===== src/rtl/phy_rx_buffer.sv =====
// Show-ahead receive buffer for PHY words: circular storage, registered head
// word, occupancy flags and sticky overflow/underflow indicators.
module phy_rx_buffer #(
  parameter int DEPTH     = 8,
  parameter int AF_THRESH = 6
) (
  input  logic                       clk_32f,
  input  logic                       reset,
  input  logic [31:0]                data_in,
  input  logic                       valid_in,
  input  logic                       pop,
  input  logic                       clear_err,
  output logic [31:0]                data_out,
  output logic                       valid_out,
  output logic [$clog2(DEPTH):0]     fill_level,
  output logic                       empty,
  output logic                       full,
  output logic                       almost_full,
  output logic                       overflow,
  output logic                       underflow
);

  localparam int AW = $clog2(DEPTH);
  localparam logic [AW:0] FULL_LVL = (AW+1)'(DEPTH);
  localparam logic [AW:0] AF_LVL   = (AW+1)'(AF_THRESH);

  logic [31:0]   mem [DEPTH];
  logic [AW-1:0] wr_ptr_reg, rd_ptr_reg;
  logic [AW-1:0] wr_ptr_next, rd_ptr_next;
  logic [AW:0]   count_reg, count_next;
  logic [31:0]   data_reg, data_next;
  logic          overflow_reg, underflow_reg;
  logic          pop_acc, push_acc;

  always_comb begin
    pop_acc     = pop && (count_reg != '0);
    push_acc    = valid_in && ((count_reg != FULL_LVL) || pop_acc);
    wr_ptr_next = push_acc ? wr_ptr_reg + AW'(1) : wr_ptr_reg;
    rd_ptr_next = pop_acc  ? rd_ptr_reg + AW'(1) : rd_ptr_reg;
    count_next  = count_reg;
    if (push_acc && !pop_acc)
      count_next = count_reg + (AW+1)'(1);
    else if (pop_acc && !push_acc)
      count_next = count_reg - (AW+1)'(1);
    // The new head is the word being written this cycle only when it lands in
    // the slot the read pointer is about to point at; bypass the array then.
    data_next = 32'h0;
    if (count_next != '0) begin
      if (push_acc && (rd_ptr_next == wr_ptr_reg))
        data_next = data_in;
      else
        data_next = mem[rd_ptr_next];
    end
  end

  always_ff @(posedge clk_32f) begin
    if (push_acc)
      mem[wr_ptr_reg] <= data_in;
  end

  always_ff @(posedge clk_32f or posedge reset) begin
    if (reset) begin
      wr_ptr_reg    <= '0;
      rd_ptr_reg    <= '0;
      count_reg     <= '0;
      data_reg      <= 32'h0;
      overflow_reg  <= 1'b0;
      underflow_reg <= 1'b0;
    end else begin
      wr_ptr_reg <= wr_ptr_next;
      rd_ptr_reg <= rd_ptr_next;
      count_reg  <= count_next;
      data_reg   <= data_next;
      if (clear_err) begin
        overflow_reg  <= 1'b0;
        underflow_reg <= 1'b0;
      end else begin
        if (valid_in && !push_acc)
          overflow_reg <= 1'b1;
        if (pop && (count_reg == '0))
          underflow_reg <= 1'b1;
      end
    end
  end

  assign data_out    = data_reg;
  assign fill_level  = count_reg;
  assign valid_out   = (count_reg != '0);
  assign empty       = (count_reg == '0);
  assign full        = (count_reg == FULL_LVL);
  assign almost_full = (count_reg >= AF_LVL);
  assign overflow    = overflow_reg;
  assign underflow   = underflow_reg;

endmodule


===== config.mk =====
export PLATFORM = sky130hd
export DESIGN_NAME = phy_rx_buffer
export DESIGN_NICKNAME = d
export VERILOG_FILES = /design/src/rtl/phy_rx_buffer.sv
export SDC_FILE = /design/constraint.sdc
export NUM_CORES = 1
export LEC_CHECK = 0
export BUFFER_PORTS_ARGS = -buffer_cell sky130_fd_sc_hd__buf_2
export CAP_MARGIN = 40
export CORE_MARGIN = 2
export CORE_UTILIZATION = 39
export CTS_CLUSTER_DIAMETER = 40
export DETAILED_ROUTE_END_ITERATION = 6
export PLACE_DENSITY = 0.61
export SLEW_MARGIN = 0
export SYNTH_ARGS = -nofsm -noshare
export SYNTH_HDL_FRONTEND = slang
export SYNTH_SLANG_ARGS = --single-unit

===== constraint.sdc =====
create_clock -name clk_32f -period 6.1 [get_ports clk_32f]
set_clock_uncertainty 0.2 [all_clocks]
set_input_delay 1.22 -clock clk_32f [delete_from_list [all_inputs] [get_ports clk_32f]]
set_output_delay 1.22 -clock clk_32f [all_outputs]
set_load 0.02 [all_outputs]

==> run_results.csv, run 1 <==
group,metric,value,unit
job,cap_violations,0,
logic_synthesis,synthFlopType,"edfxtp_1",
routing,drc,0,
logic_synthesis,synth_cell_type_count,52,
routing,drtPass1Iterations,5,
hold_path,min-delay-start,"overflow$_DFFE_PP0P_",
routing,via_count,7854,
global_route,grtUsageTotal,18.51,%
critical_path,reg2reg_from,"fill_level[1]$_DFF_PP0_",
die,ios,79,
cts,clock_path_buffers,3,
logic_synthesis,synth.avg_cell_area,15.35,um^2
routing,wirelength,32060,um
power,max-vdd-ir-drop,0.0004108,V
die,die_area,34730,um^2
critical_path,worst_setup_path_start_kind,"flip-flop",
hold_path,hold_path_end,"overflow$_DFFE_PP0P_",
place,numPortBuffers,78,
hold_path,hold_depth,2,
critical_path,crit_path_end_kind,"flip-flop",
timing,finalSetupTns,0,ps
finish,fin_nets,973,
finish,fillers,2828,
cts,postCtsSetupBuffers,0,
cts,worstSkewPairLatency,510,ps
logic_synthesis,syn_area,12970,um^2
logic_synthesis,synth-seq-area-share,67.77,%
cts,cts_root_buf,"clkbuf_16",
place,place_hpwl,17880,um
global_route,grt-ovfl-total,0,
finish,drive_gt1_share,22.06,%
timing,final.min_clock_period,4313,ps
cts,clock_sinks,300,
routing,routedWlPerCell,22.81,um
finish,layout_commonest_cell,"edfxtp_1",
critical_path,cp_data_arrival_time,4450,ps
routing,vias_per_cell,5.590,
timing,fin_crit_sh,70.71,%
logic_synthesis,postSynth.asyncResetShare,14.67,%
power,p_leak,5.631,nW
critical_path,r2r_end,"data_out[23]$_DFF_PP0_",
outcome,status,"complete, no violations",
timing,relSlewSlack,39.33,%
routing,antenna_left,0,
die,initial_utilization,39.76,%
place,placed_cell_area,14020,um^2
timing,max_freq,231.8,MHz
cts,cts.repair.resized,0,
timing,setup_violations,0,
global_route,grt_pass1_vias,8068,
place,gp_congestion,0.7130,
finish,regMostFlops,"mem",
critical_path,critPathMaxFanout,64,
critical_path,regToRegSetupSlack,1790,ps
die,die_h,186.4,um
timing,worst_slew_pin_slew,910.0,ps
timing,rsz0062_at_grt,"false",
die,core,32620,um^2
critical_path,rr_worst_depth,11,
finish,instances_no_fill,1405,
logic_synthesis,synth-seq-cells,300,
finish,area_growth,18.34,%
critical_path,worstPathRequired,6230,ps
global_route,grt_max_degree,65,
timing,maxSlewViolCount,0,
global_route,antenna_found_initial,1,
critical_path,worstSetupPathType,"flip-flop to flip-flop",
cts,cts_tree,"yes",
die,rows,66,
hold_path,hold_path_class,"flip-flop to flip-flop",
routing,drt_iter0_markers,613,
finish,largest_register_ffs,256,
cts,clk_pin_slew,60,ps
logic_synthesis,ys_top_cells_by_area,"edfxtp_1 59%, mux2i_1 15%, dfrtp_1 8.5%, o22ai_1 3.7%, a211oi_1 1.8%",
finish,fin_area,15350,um^2
logic_synthesis,synth_top_cell_by_area,"edfxtp_1",
logic_synthesis,synthesis.nets,887,
power,power_density,561.6,nW/um^2
cts,h-tree-depth,2,
finish,layout_common_cells,"256 x edfxtp_1, 194 x mux2i_1, 78 x buf_2",
cts,cts-buffers-inserted,40,
timing,report.final.hold_viol_count,0,
logic_synthesis,yosys.area.top_type_share,59.28,%
logic_synthesis,yosysWarnings,0,
cts,holdBufCountCts,0,
die,die_w,186.4,um
logic_synthesis,synth_enable_flop_cells,256,
global_route,grt_pass1_wl,48980,um
place,placed_cells,1331,
logic_synthesis,synthCells,845,
-- worst max-delay path: stages, from the launching register on --
cell and delay (ps):
dfrtp_1 530, inv_1 80, ha_1 290, or3b_4 750, a221oi_2 230, inv_6 300, buf_16 390, buf_4 460
mux2i_1 320, o22ai_1 120, a211oi_1 220, a31oi_1 130
-- worst max path at each step --
stage	from	end	slack [ps]	depth (start not counted)
2_1_floorplan	pop	mem[0][0]$_DFFE_PP_	350	4
3_3_place_gp	pop	data_out[23]$_DFF_PP0_	1670	9
3_5_place_dp	fill_level[1]$_DFF_PP0_	data_out[15]$_DFF_PP0_	1820	11
4_1_cts	fill_level[1]$_DFF_PP0_	data_out[23]$_DFF_PP0_	1820	11
5_1_grt	fill_level[1]$_DFF_PP0_	data_out[13]$_DFF_PP0_	1540	11
6_report	fill_level[1]$_DFF_PP0_	data_out[23]$_DFF_PP0_	1790	11
-- Yosys cell counts (all sizes together), types with 3 or more instances --
cell type	n
edfxtp	256
clkbuf	35
nor2	8
a211oi	32
a31oi	31
a21oi	7
o21ai	5
inv	10
dfrtp	44
nand2	11
mux2i	194
ha	5
nor2b	7
xnor2	5
buf	32
nor3	5
nand3	30
o211ai	3
o22ai	93
nand2b	4
-- power by group --
part           total [mW]  leakage, nW  internal [mW]  switching, mW
clock network        2.30        0.636           1.42          0.878
logic                3.48         2.14           1.36           2.12
registers            2.85         2.86           2.66          0.190
-- final cells by class --
class	count	area, um^2	share of cell area, %
Antenna cell	2	5.005	0.03261
Clock buffer	46	1045	6.807
Sequential cell	300	8788	57.26
Inverter	10	42.54	0.2772
Multi-Input combinational cell	468	3918	25.53
Clock inverter	26	279.0	1.818
Timing Repair Buffer	111	716.9	4.671
Tap cell	442	553.0	3.603
-- kinds of logic after synthesis --
| group | synth area share [%] |
|---|---|
| buffers and inverters | 2.740 |
| muxes | 14.97 |
| and+or+nand+nor | 3.464 |
| DFF | 67.77 |
| AOI/OAI and AO/OA | 10.17 |
| xor gates and xnor gates | 0.4052 |
| adders and majority gates | 0.4824 |
-- metrics by stage --
stage | total power [mW] | setup WS, ps | utilization, % | hold slack [ps]
floorplan | 5.379 | 345.0 | - | 342.6
global placement | 6.267 | 1668 | 42.57 | 276.1
detailed placement | 6.372 | 1821 | 42.98 | 285.9
CTS | 8.679 | 1816 | 47.03 | 300.4
global route | 9.046 | 1536 | 47.03 | 331.7
finish | 8.619 | 1787 | 47.05 | 288.9
-- metal layers --
layer / global-route usage (%) / vias to the layer above / wire length [um]
met5: 0 / - / 0
met4: 5.846 / 0 / 621
met3: 3.442 / 59 / 2115
met2: 30.68 / 285 / 15600
met1: 24.73 / 3944 / 13720
li1: - / 3566 / -
Note: power is estimated with default switching activity, not from simulation.
==> run 2: changes to the inputs <==
--- a/config.mk
+++ b/config.mk
@@ -5,6 +5,7 @@
 export SDC_FILE = /design/constraint.sdc
 export NUM_CORES = 1
 export LEC_CHECK = 0
+export ABC_AREA = 1
 export BUFFER_PORTS_ARGS = -buffer_cell sky130_fd_sc_hd__buf_2
 export CAP_MARGIN = 40
 export CORE_MARGIN = 2
==> constraint.sdc (replaced) <==
create_clock -name clk_32f -period 4.5 [get_ports clk_32f]
set_clock_uncertainty 0.2 [all_clocks]
set_input_delay 0.9 -clock clk_32f [delete_from_list [all_inputs] [get_ports clk_32f]]
set_output_delay 0.9 -clock clk_32f [all_outputs]
set_load 0.02 [all_outputs]
==> run 2 against run 1 <==
  * Highest routed layer unchanged
  * Final area decreased by 2.3%
  * Sequential power increased by 30%
  * Synthesized cell count increased by 39%
  * Combinational power increased by 26%
  * Register-to-register slack got worse by 740 ps
  * Critical endpoint is now data_out[13]$_DFF_PP0_
  * Flip-flop and latch count unchanged
  * Critical path depth increased by 1
  * Clock power increased by 40%
==> run_results.csv, run 2 <==
group,metric,value,unit
timing,setup_violations,0,
critical_path,crit_path_end_kind,"flip-flop",
logic_synthesis,synth-seq-cells,300,
logic_synthesis,ys_top_cells_by_area,"edfxtp_1 60%, nand3_1 10%, nand2_1 9.0%, dfrtp_1 8.6%, nor2_1 3.1%",
finish,layout_commonest_cell,"nand2_1",
logic_synthesis,post_synth_xor_area_fraction,0.2053,%
cts,clk_pin_slew,50,ps
timing,maxSlewViolCount,0,
routing,routedWlPerCell,18.20,um
finish,area_growth,17.12,%
routing,wirelength,31340,um
logic_synthesis,synth-seq-area-share,68.68,%
timing,final.min_clock_period,3456,ps
critical_path,worstPathRequired,4740,ps
logic_synthesis,synth.avg_cell_area,10.91,um^2
routing,drt_iter0_markers,700,
timing,fin_crit_sh,76.80,%
finish,final_util,46.18,%
cts,cts.repair.resized,0,
logic_synthesis,synth_enable_flop_cells,256,
routing,drc,0,
logic_synthesis,synthesis.nets,1215,
cts,h-tree-depth,2,
cts,cts_tree,"yes",
finish,regMostFlops,"mem",
critical_path,worst_setup_path_start_kind,"flip-flop",
logic_synthesis,yosysWarnings,0,
place,gp_congestion,0.7247,
logic_synthesis,synthAdderAreaFrac,0.4889,%
finish,n_antenna_cell,0,
global_route,grt-ovfl-total,0,
critical_path,r2r_end,"data_out[13]$_DFF_PP0_",
logic_synthesis,synthFlopType,"edfxtp_1",
power,power_density,756.7,nW/um^2
routing,via_count,8859,
power,p_int,6.739,mW
power,p_leak,6.121,nW
timing,worst_slew_pin_slew,908.0,ps
job,cap_violations,0,
place,place_hpwl,16980,um
die,die_w,185.1,um
logic_synthesis,synthCells,1173,
finish,fin_nets,1288,
finish,largest_register_ffs,256,
global_route,grt_pass1_vias,8640,
critical_path,startpoint,"fill_level[0]$_DFF_PP0_",
finish,layout_common_cells,"301 x nand2_1, 266 x nand3_1, 256 x edfxtp_1",
hold_path,hold_path_class,"primary input to async pin",
cts,cts_root_buf,"clkbuf_16",
cts,holdBufCountCts,0,
finish,drive_gt1_share,16.25,%
global_route,grt_pass1_wl,49410,um
power,comb_power_share,38.8,%
place,numPortBuffers,78,
logic_synthesis,synth_cell_type_count,25,
cts,worstSkewPairLatency,530,ps
cts,cts-buffers-inserted,43,
power,seqPwrFrac,32.7,%
die,core,32450,um^2
critical_path,cp_data_arrival_time,3690,ps
critical_path,reg2reg_from,"fill_level[0]$_DFF_PP0_",
die,die_h,185.1,um
logic_synthesis,synth_most_common_cell,"nand2_1",
global_route,grtUsageTotal,18.73,%
power,switchingPower,4.601,mW
logic_synthesis,synth_commonest_cells,"306 x nand2_1, 266 x nand3_1, 256 x edfxtp_1, 107 x nor2_1, 52 x inv_1",
critical_path,worstSetupPathType,"flip-flop to flip-flop",
cts,postCtsSetupBuffers,0,
outcome,status,"complete, no violations",
die,die_area,34280,um^2
logic_synthesis,synth_top_family_by_area,"simple AND/OR/NAND/NOR gates",
timing,max_freq,289.4,MHz
timing,finalSetupTns,0,ps
cts,clock_path_buffers,3,
global_route,grt_max_degree,65,
timing,report.final.hold_viol_count,0,
timing,relSlewSlack,39.46,%
power,max-vdd-ir-drop,0.0005221,V
critical_path,critPathMaxFanout,34,
timing,timing.hold.ws,171.3,ps
timing,rsz0062_at_grt,"false",
power,clock_power_share,28.5,%
routing,antenna_left,0,
logic_synthesis,synth_top_cell_by_area,"edfxtp_1",
logic_synthesis,yosys.area.top_type_share,60.08,%
power,power_switching_share,40.57,%
routing,drtPass1Iterations,5,
die,initial_utilization,39.43,%
die,ios,79,
logic_synthesis,syn_area,12800,um^2
critical_path,regToRegSetupSlack,1040,ps
logic_synthesis,synth_simple_gate_area_share,25.33,%
cts,clock_sinks,300,
die,rows,66,
logic_synthesis,muxShareOfSynthArea,0,%
logic_synthesis,synth_compound_area_share,0.1956,%
critical_path,rr_worst_depth,12,
global_route,antenna_found_initial,0,
logic_synthesis,postSynth.asyncResetShare,14.67,%
routing,vias_per_cell,5.145,
==> run 2: cell types whose count changed in the layout (fill, tap and decap cells not counted), moves of 43 or more <==
cell     previous run  this run
o22ai_1            76         0
nor2_1              5        99
mux2i_1           194         0
nand2_1            11       301
inv_1               8        51
nand3_1            30       266
==> run 2: per-stage QoR <==
stage,setup slack [ps],power [mW],cells,instance area [um^2]
2_1_floorplan,904.5,6.944,1173,12800
3_3_place_gp,944.4,8.089,1642,13560
3_5_place_dp,967.1,8.192,1643,13580
4_1_cts,1079,11.45,1722,14990
5_1_grt,749.1,12.13,1722,14990
6_report,1044,11.34,1722,14990
==> run 2: how the worst max path moves through the flow <==
stage | cells after the start | to | slack, ps
after detailed placement | 10 | data_out[24]$_DFF_PP0_ | 970
after global placement | 9 | data_out[11]$_DFF_PP0_ | 940
after CTS | 12 | data_out[13]$_DFF_PP0_ | 1080
after global routing | 12 | data_out[5]$_DFF_PP0_ | 750
after floorplan | 8 | mem[0][0]$_DFFE_PP_ | 900
final | 12 | data_out[13]$_DFF_PP0_ | 1040
==> run 2: worst max-delay path: stages (launching register included) <==
cell	delay, ps
dfrtp_1	440
inv_1	140
ha_1	290
nand2_4	180
nand3_2	580
nand2_4	500
buf_4	430
nand2_1	90
nand3_1	80
nand3_1	110
nand2_1	130
nor2_1	50
nor2_1	90
==> run 2: power groups by stage <==
stage,registers (mW),logic [mW],clock network (mW)
floorplan,3.94,3.00,0
global placement,3.77,4.32,0
detailed placement,3.77,4.43,0
CTS,3.72,4.44,3.29
global route,3.76,4.95,3.42
finish,3.71,4.40,3.23
==> run 2: cell type report <==
cell class,instances,area [um^2]
Clock buffer,49,1151
Clock inverter,30,252.7
Fill cell,2956,17470
Inverter,54,202.7
Multi-Input combinational cell,743,3433
Sequential cell,300,8788
Tap cell,442,553.0
Timing Repair Buffer,104,605.6
==> run 2: logic make-up (layout without fill, tap and decap cells) <==
logic type / after synthesis / count (layout)
buffers and inverters: 130 / 237
xor gates and xnor gates: 3 / 3
and+or+nand+nor: 730 / 730
AOI/OAI and AO/OA: 5 / 5
DFF: 300 / 300
adders and majority gates: 5 / 5
==> run 2: routing by layer <==
layer	up-vias	GRT usage, %	share of wire (%)
li1	4200	-	-
met1	4346	26.30	45
met2	280	30.50	47
met3	33	3.067	6.1
met4	0	4.603	1.3
met5	-	0	0
==> run 3: changes to the inputs <==
--- a/config.mk
+++ b/config.mk
@@ -5,14 +5,14 @@
 export SDC_FILE = /design/constraint.sdc
 export NUM_CORES = 1
 export LEC_CHECK = 0
-export ABC_AREA = 1
+export ABC_AREA = 0
 export BUFFER_PORTS_ARGS = -buffer_cell sky130_fd_sc_hd__buf_2
 export CAP_MARGIN = 40
 export CORE_MARGIN = 2
 export CORE_UTILIZATION = 39
 export CTS_CLUSTER_DIAMETER = 40
 export DETAILED_ROUTE_END_ITERATION = 6
-export PLACE_DENSITY = 0.61
+export PLACE_DENSITY = 0.63
 export SLEW_MARGIN = 0
 export SYNTH_ARGS = -nofsm -noshare
 export SYNTH_HDL_FRONTEND = slang
==> constraint.sdc (replaced) <==
create_clock -name clk_32f -period 2.81 [get_ports clk_32f]
set_clock_uncertainty 0.2 [all_clocks]
set_input_delay 0.562 -clock clk_32f [delete_from_list [all_inputs] [get_ports clk_32f]]
set_output_delay 0.562 -clock clk_32f [all_outputs]
set_load 0.02 [all_outputs]
==> run 3 against run 2 <==
  * The run now ends with setup timing left
  * Cell count decreased by 14%
  * Count of clock-buffer cells in the layout down 4
  * Power grew 88%
  * Sequential power increased by 66%
  * Critical path depth unchanged
  * Sequential share of layout area fell by 6.4 points
  * Non-clock buffer count increased by 72
  * Critical endpoint is now data_out[8]$_DFF_PP0_
  * Largest cell class unchanged
==> run_results.csv, run 3 (synthesis gave the netlist of run 1 again) <==
group,metric,value,unit
routing,drtPass1Iterations,4,
timing,relSlewSlack,59.19,%
routing,vias_per_cell,5.684,
finish,area_growth,29.74,%
die,core,32620,um^2
finish,regMostFlops,"mem",
finish,drive_gt1_share,32.94,%
global_route,grtUsageTotal,19.84,%
critical_path,critPathMaxFanout,6,
global_route,antenna_found_initial,5,
global_route,grt_pass1_wl,52200,um
timing,worst_slew_pin_slew,612.1,ps
global_route,grt_max_degree,63,
critical_path,worstSetupPathType,"flip-flop to flip-flop",
outcome,failed_checks,"setup timing",
die,die_w,186.4,um
routing,antenna_left,0,
cts,clock_sinks,300,
place,pre_cts_slack,-194.9,ps
critical_path,crit_path_end_kind,"flip-flop",
power,switchingPower,7.812,mW
power,comb_power_share,46.3,%
timing,setup_violations,33,
routing,drc,0,
cts,clk_pin_slew,60,ps
job,cap_violations,0,
place,placed_cells,1379,
die,die_area,34730,um^2
power,seqPwrFrac,28.9,%
finish,layout_commonest_cell,"edfxtp_1",
timing,final.min_clock_period,2915,ps
power,power_switching_share,36.64,%
timing,fin_crit_sh,103.7,%
place,place_hpwl,18470,um
critical_path,worstPathRequired,3010,ps
finish,fillers,2657,
finish,largest_register_ffs,256,
finish,final_util,51.58,%
power,clock_power_share,24.8,%
place,placed_cell_area,14670,um^2
cts,h-tree-depth,2,
global_route,grt-ovfl-total,0,
timing,rsz0062_at_grt,"true",
routing,routedWlPerCell,23.89,um
cts,cts-buffers-inserted,41,
outcome,status,"complete, but fails checks",
routing,wirelength,35210,um
cts,cts_tree,"yes",
timing,final.setup.worst_slack,-105.0,ps
power,max-vdd-ir-drop,0.001074,V
finish,layout_common_cells,"256 x edfxtp_1, 163 x mux2i_1, 76 x buf_2",
timing,maxSlewViolCount,0,
timing,report.final.hold_viol_count,0,
global_route,grt_pass1_vias,8448,
hold_path,hold_path_class,"primary input to flip-flop",
place,numPortBuffers,78,
die,rows,66,
critical_path,cp_data_arrival_time,3120,ps
power,p_leak,6.158,nW
die,die_h,186.4,um
cts,cts_root_buf,"clkbuf_16",
cts,worstSkewPairLatency,530,ps
cts,clock_path_buffers,3,
finish,instances_no_fill,1474,
place,gp_congestion,0.7603,
finish,fin_area,16830,um^2
critical_path,worst_setup_path_start_kind,"flip-flop",
timing,max_freq,343.1,MHz
finish,fin_nets,1039,
power,power_density,1267,nW/um^2
routing,drt_iter0_markers,763,
die,ios,79,
die,initial_utilization,39.76,%
power,p_int,13.51,mW
routing,via_count,8378,
==> run 3: final cells by class <==
| type | count | area (um^2) | area share, % |
|---|---|---|---|
| repair buffers | 176 | 1643 | 9.764 |
| flip-flops and latches | 300 | 8791 | 52.25 |
| clock inverters | 30 | 357.8 | 2.127 |
| clock buffers | 45 | 1062 | 6.313 |
| well taps | 442 | 553.0 | 3.287 |
| diodes | 3 | 7.507 | 0.04462 |
| inverters | 10 | 51.30 | 0.3049 |
| multi-input cells | 468 | 4360 | 25.91 |
==> run 3: repair_timing <==
item	CTS	global route
hold buffers	2	0
buffers inserted	6	1
pin swaps	10	5
setup endpoints to repair	34	35
gates cloned	6	2
endpoints found under the hold margin	12	0
gates resized for setup	43	41
==> run 3: per-layer routing <==
metal | track usage [%] | wire, um | up-vias | part of all wire [%]
met5 | 0 | 25 | - | 0.071
met4 | 7.354 | 868 | 4 | 2.5
met3 | 3.912 | 2573 | 76 | 7.3
met2 | 31.89 | 16720 | 344 | 47
met1 | 26.82 | 15020 | 4239 | 43
li1 | - | - | 3715 | -
==> run 3: metrics by stage <==
step                      total power, mW  setup TNS (ps)  hold slack (ps)
after global routing                22.20           -4856            134.6
after global placement              14.49           -3681            281.6
final                               21.32           -1924            125.4
after floorplan                     11.79          -17350            342.6
after CTS                           20.82          -746.3            103.5
after detailed placement            14.65           -5330            291.6
==> run 3: critical path, stage by stage, from the launching register on <==
cell,delay (ps)
dfrtp_2,400
inv_2,70
ha_4,120
or3b_4,440
buf_12,160
clkinvlp_4,50
o211ai_1,130
xor2_1,220
or4_4,520
buf_6,180
buf_16,150
o22ai_1,110
a31oi_1,60
==> run 3: power groups by stage <==
stage               clock [mW]  combinational [mW]  sequential, mW
floorplan                    0                5.39            6.40
global placement             0                8.29            6.21
detailed placement           0                8.45            6.20
CTS                       5.37                9.31            6.14
global route              5.55                10.4            6.23
finish                    5.29                9.87            6.16
==> run 3: path summary, 6_finish.rpt <==
path	end	cells past startpoint	startpoint	slack, ps
setup reg to reg	data_out[8]$_DFF_PP0_	12	fill_level[0]$_DFF_PP0_	-110
hold / removal	mem[6][18]$_DFFE_PP_	1	data_in[18]	130
max in group asynchronous	fill_level[0]$_DFF_PP0_	4	reset	1360
hold reg to reg	underflow$_DFFE_PP0P_	2	underflow$_DFFE_PP0P_	290
min in group asynchronous	data_out[3]$_DFF_PP0_	3	reset	350
setup / recovery	data_out[8]$_DFF_PP0_	12	fill_level[0]$_DFF_PP0_	-110
